## src/rtl/ysyx_24100006_scoreboard.sv

```systemverilog
// Per-GPR pending-write scoreboard beside ID: marks rd on issue, clears it on WB retire.
// Optional macro SB_WB_BYPASS_EN lets a same-cycle retire release its waiting reader.
module ysyx_24100006_scoreboard #(
    parameter int unsigned CNT_W  = 2,
    parameter int unsigned NR_REG = 16
) (
    input  logic       clk,
    input  logic       reset,
    input  logic       id_out_valid,
    input  logic       id_out_ready,
    input  logic [3:0] id_rs1,
    input  logic [3:0] id_rs2,
    input  logic       id_rs1_ren,
    input  logic       id_rs2_ren,
    input  logic [3:0] id_rd,
    input  logic       id_wen,
    input  logic       wb_commit,
    input  logic [3:0] wb_rd,
    input  logic       wb_wen,
    output logic       stall_id,
    output logic       sb_empty,
    output logic       sb_err
);

    localparam int unsigned IDX_W = 4;
    localparam logic [CNT_W-1:0] CNT_MAX = '1;

    logic [CNT_W-1:0]  cnt_q [1:NR_REG-1];
    logic [CNT_W-1:0]  cnt_d [1:NR_REG-1];
    logic              err_q;
    logic              err_d;
    logic [NR_REG-1:0] nz_v;
    logic [NR_REG-1:0] pend_v;
    logic [NR_REG-1:0] sat_v;
    logic [NR_REG-1:0] inc_v;
    logic [NR_REG-1:0] dec_v;
    logic              raw;
    logic              waw_sat;
    logic              iss;
    logic              ret;

    assign ret = wb_commit & wb_wen & (wb_rd != '0);

    // Per-register pending / saturated views; x0 is never pending.
    always_comb begin
        nz_v   = '0;
        pend_v = '0;
        sat_v  = '0;
        for (int unsigned r = 1; r < NR_REG; r++) begin
            nz_v[r]   = (cnt_q[r] != '0);
            pend_v[r] = (cnt_q[r] != '0);
            sat_v[r]  = (cnt_q[r] == CNT_MAX);
`ifdef SB_WB_BYPASS_EN
            // Write-first regfile: the last outstanding write retiring now is already visible.
            if (ret && (wb_rd == IDX_W'(r))) begin
                sat_v[r] = 1'b0;
                if (cnt_q[r] == CNT_W'(1)) begin
                    pend_v[r] = 1'b0;
                end
            end
`endif
        end
    end

    assign raw      = id_out_valid & ((id_rs1_ren & pend_v[id_rs1]) | (id_rs2_ren & pend_v[id_rs2]));
    assign waw_sat  = id_out_valid & id_wen & sat_v[id_rd];
    assign stall_id = raw | waw_sat;
    assign sb_empty = ~|nz_v;
    assign sb_err   = err_q;

    assign iss = id_out_valid & id_out_ready & ~stall_id & id_wen & (id_rd != '0);

    // Counter next-state: issue and retire on the same register cancel.
    always_comb begin
        err_d = err_q | (ret & ~nz_v[wb_rd]);
        inc_v = '0;
        dec_v = '0;
        for (int unsigned r = 1; r < NR_REG; r++) begin
            cnt_d[r] = cnt_q[r];
            inc_v[r] = iss & (id_rd == IDX_W'(r));
            dec_v[r] = ret & (wb_rd == IDX_W'(r));
            if (inc_v[r] && !dec_v[r]) begin
                cnt_d[r] = cnt_q[r] + CNT_W'(1);
            end else if (dec_v[r] && !inc_v[r] && (cnt_q[r] != '0)) begin
                cnt_d[r] = cnt_q[r] - CNT_W'(1);
            end
        end
    end

    always_ff @(posedge clk or posedge reset) begin
        if (reset) begin
            err_q <= 1'b0;
            for (int unsigned r = 1; r < NR_REG; r++) begin
                cnt_q[r] <= '0;
            end
        end else begin
            err_q <= err_d;
            for (int unsigned r = 1; r < NR_REG; r++) begin
                cnt_q[r] <= cnt_d[r];
            end
        end
    end

endmodule

```

## config.mk

```make
export PLATFORM = sky130hd
export DESIGN_NAME = ysyx_24100006_scoreboard
export DESIGN_NICKNAME = d
export VERILOG_FILES = /design/src/rtl/ysyx_24100006_scoreboard.sv
export SDC_FILE = /design/constraint.sdc
export NUM_CORES = 1
export LEC_CHECK = 0
export CAP_MARGIN = 10
export CORE_MARGIN = 10
export CORE_UTILIZATION = 25
export DETAILED_ROUTE_END_ITERATION = 12
export DONT_BUFFER_PORTS = 1
export SYNTH_ARGS = -nofsm -noshare
export SYNTH_HDL_FRONTEND = slang
export SYNTH_SLANG_ARGS = --single-unit
```

## constraint.sdc

```tcl
create_clock -name clk -period 4.5 [get_ports clk]
set_clock_uncertainty 0.05 [all_clocks]
set_input_delay 0.9 -clock clk [delete_from_list [all_inputs] [get_ports clk]]
set_output_delay 0.9 -clock clk [all_outputs]
set_load 0.01 [all_outputs]
```

==> reports/qor.yml <==
power_and_ir_drop:
  power.density_mw_per_mm2: 345
  total_power_mw: 0.969
  netSwitchingFraction_pct: 39.2
  internal-power_mw: 0.590
  clkPwrFrac_pct: 20.6
  combPwrFrac_pct: 33.8
  vdd_drop_max_uv: 109
  seqPwrFrac_pct: 45.7
  switchingPower_mw: 0.379
  p_leak_nw: 1.04
clock_tree:
  cts.path.max_buffers: 2
  post_cts_buffers: 0
  holdBufCountCts: 0
  post_cts_resized: 0
  clkSinkCount: 31
  cts_max_level: 2
  cts_buffers: 5
  clk_pin_slew_ns: 0.06
  cts_tree: "done"
  clock-root-buffer: "clkbuf_8"
  worstSkewPairLatency_ns: 0.28
sta:
  fmax_mhz: 291
  slew-limit-headroom_pct: 57.4
  fin_crit_sh_pct: 76.3
  setup_tns_ns: 0
  finalCriticalPeriod_ns: 3.43
  drv_slew: 0
  fin_ws_ns: 1.07
  rsz0062_at_grt: "no"
  worst_pin_slew_ns: 0.634
  hold_violations: 0
  finalSetupViolCount: 0
  timing.hold.ws_ns: 0.465
setup_path:
  path_cells: "inv_2 -> mux4_2 -> mux2_2 -> a311o_1 -> nand3_4 -> and2_1"
  critical_path_class: "in -> out"
  worstPathMaxFanout: 4
  cp.required_ns: 3.55
  crit_slowest_cell: "mux4_2"
  start_kind: "input pin"
  max_stage_delay_ns: 0.49
  crit_arrival_ns: 2.48
  crit_path_end_kind: "output pin"
  path_buf_inv: 1
  critical_path.top_delay_family: "multiplexers"
synthesis:
  yosys_warnings: 0
  synth.distinct_cells: 52
  synth.top_cell.area_share_pct: 29.5
  syn_nets: 341
  avgSynthCellArea_um2: 8.31
  syn_area_mm2: 0.00263
  synth-main-ff-cell: "dfrtp_1"
  netlist_instances: 316
  synth_edf_count: 0
  synthTopCellsByArea: "dfrtp_1 (30%), mux4_2 (7.7%), nand2_1 (5.0%), nor3_1 (4.6%), o21ai_0 (4.6%)"
  synth_top_area_cell: "dfrtp_1"
  synth-async-reset-ratio_pct: 100
  yosysSeqAreaShare_pct: 29.5
  yosys_register_bits: 31
floorplan:
  core_area_mm2: 0.0103
  start_util_pct: 25.6
  io_pins: 28
  die_x_um: 123
  die_h_um: 123
  die_area_mm2: 0.0150
  core.rowCount: 37
layout:
  syn_to_final_growth_pct: 7.00
  n_antenna_cell: 0
  finalCoreUtilization_pct: 27.4
  post_layout_nonfiller_instances: 444
  finalInstanceArea_mm2: 0.00281
  fin_nets: 334
  drive_gt1_share_pct: 10.1
placement:
  port_buffers: 0
  dpl_worst_slack_ns: 1.06
  dp_hpwl_um: 6210
  place_area_mm2: 0.00274
  dpl.cell_count: 438
  gp_congestion: 0.872
route:
  drt_wl_total_um: 7840
  detail-route-antenna-nets: 0
  drt-initial-drc-count: 302
  via_count: 2487
  wl_per_cell_um: 17.7
  drc: 0
  vias_per_cell: 5.60
  drt_first_pass_iters: 5
global_route:
  grt_overflow: 0
  grt_max_degree: 32
  grt.total_usage_pct: 10.6
  antenna_found_initial: 0
  grt_pass1_wl_um: 12700
  first_global_vias: 2335
run:
  cap_violations: 0
status:
  status: "finished clean"
min_path:
  hold_class: "reg -> reg"
[placed cells by master, fill, tap and decap left out, types with 3 or more instances in the layout]
cell | netlist | final
nand2_1 | 35 | 35
dfrtp_1 | 31 | 31
nor2_1 | 29 | 29
o21ai_0 | 24 | 24
nor3_1 | 24 | 24
a21oi_1 | 19 | 19
nor4_1 | 11 | 11
xnor2_1 | 11 | 11
mux4_2 | 9 | 9
a211oi_1 | 7 | 7
nor2b_1 | 6 | 6
nand2b_1 | 6 | 6
o311a_1 | 6 | 6
and2_1 | 5 | 5
or2_2 | 5 | 5
nand4_1 | 5 | 5
o21a_1 | 5 | 5
clkbuf_8 | 0 | 5
nand3_1 | 4 | 4
o22a_1 | 4 | 4
nor4b_1 | 4 | 4
inv_1 | 4 | 4
or3b_1 | 4 | 4
a22oi_2 | 4 | 4
and3_1 | 3 | 3
mux2_2 | 3 | 3
nor3b_1 | 3 | 3
or3_1 | 3 | 3
mux2i_1 | 3 | 3
[state kept, by name, summed over array words and instances, names as in the netlist]
register,count
cnt_q,30
sb_err,1
[synth_stat cells (5+ instances only)]
cell / number
o311a_1: 6
nand2_1: 35
nor2b_1: 6
nand2b_1: 6
nand4_1: 5
o21ai_0: 24
nor2_1: 29
o21a_1: 5
nor3_1: 24
xnor2_1: 11
mux4_2: 9
nor4_1: 11
a211oi_1: 7
or2_2: 5
and2_1: 5
clkbuf_1: 8
dfrtp_1: 31
a21oi_1: 19
[routing by layer]
| metal | wire length (um) | global-route usage, % | part of all wire, % |
|---|---|---|---|
| met2 | 3450 | 16.4 | 44 |
| met3 | 873 | 4.59 | 11 |
| met1 | 3470 | 13.6 | 44 |
| met5 | 0 | 0 | 0 |
| met4 | 41 | 1.62 | 0.52 |
[area by class of cell]
class,instances,area [um^2]
clock buffer,6,72.6
multi-input combinational,264,1760
fill,1119,7470
tap,136,170
inverter,5,18.8
sequential,31,776
timing repair buffer,2,15.0
[path summary, 6_finish.rpt]
| kind | slack (ns) | from | to | cells past startpoint |
|---|---|---|---|---|
| setup reg to reg | 1.53 | cnt_q[5] | cnt_q[22] | 9 |
| max in group asynchronous | 3.55 | reset | cnt_q[27] | 2 |
| setup / recovery | 1.07 | id_rs1[1] | stall_id | 6 |
| hold / removal | 0.46 | cnt_q[28] | cnt_q[28] | 1 |
| min in group asynchronous | 0.56 | reset | cnt_q[9] | 2 |
| hold reg to reg | 0.46 | cnt_q[28] | cnt_q[28] | 1 |
[cell families after synthesis]
kind of cell | after synthesis | share of synthesized area, %
xor+xnor | 11 | 3.67
mux | 15 | 10.1
buf+inv | 21 | 3.52
flops | 31 | 29.5
compound gates | 85 | 22.4
simple gates | 153 | 30.7
[power groups by stage]
stage	clock network, mW	logic (mW)	registers, mW
after floorplan	0	0.265	0.408
after global placement	0	0.318	0.439
after detailed placement	0	0.325	0.444
after CTS	0.209	0.326	0.439
after global routing	0.217	0.364	0.456
final	0.199	0.327	0.443
Power figures use the tool's default switching activity.
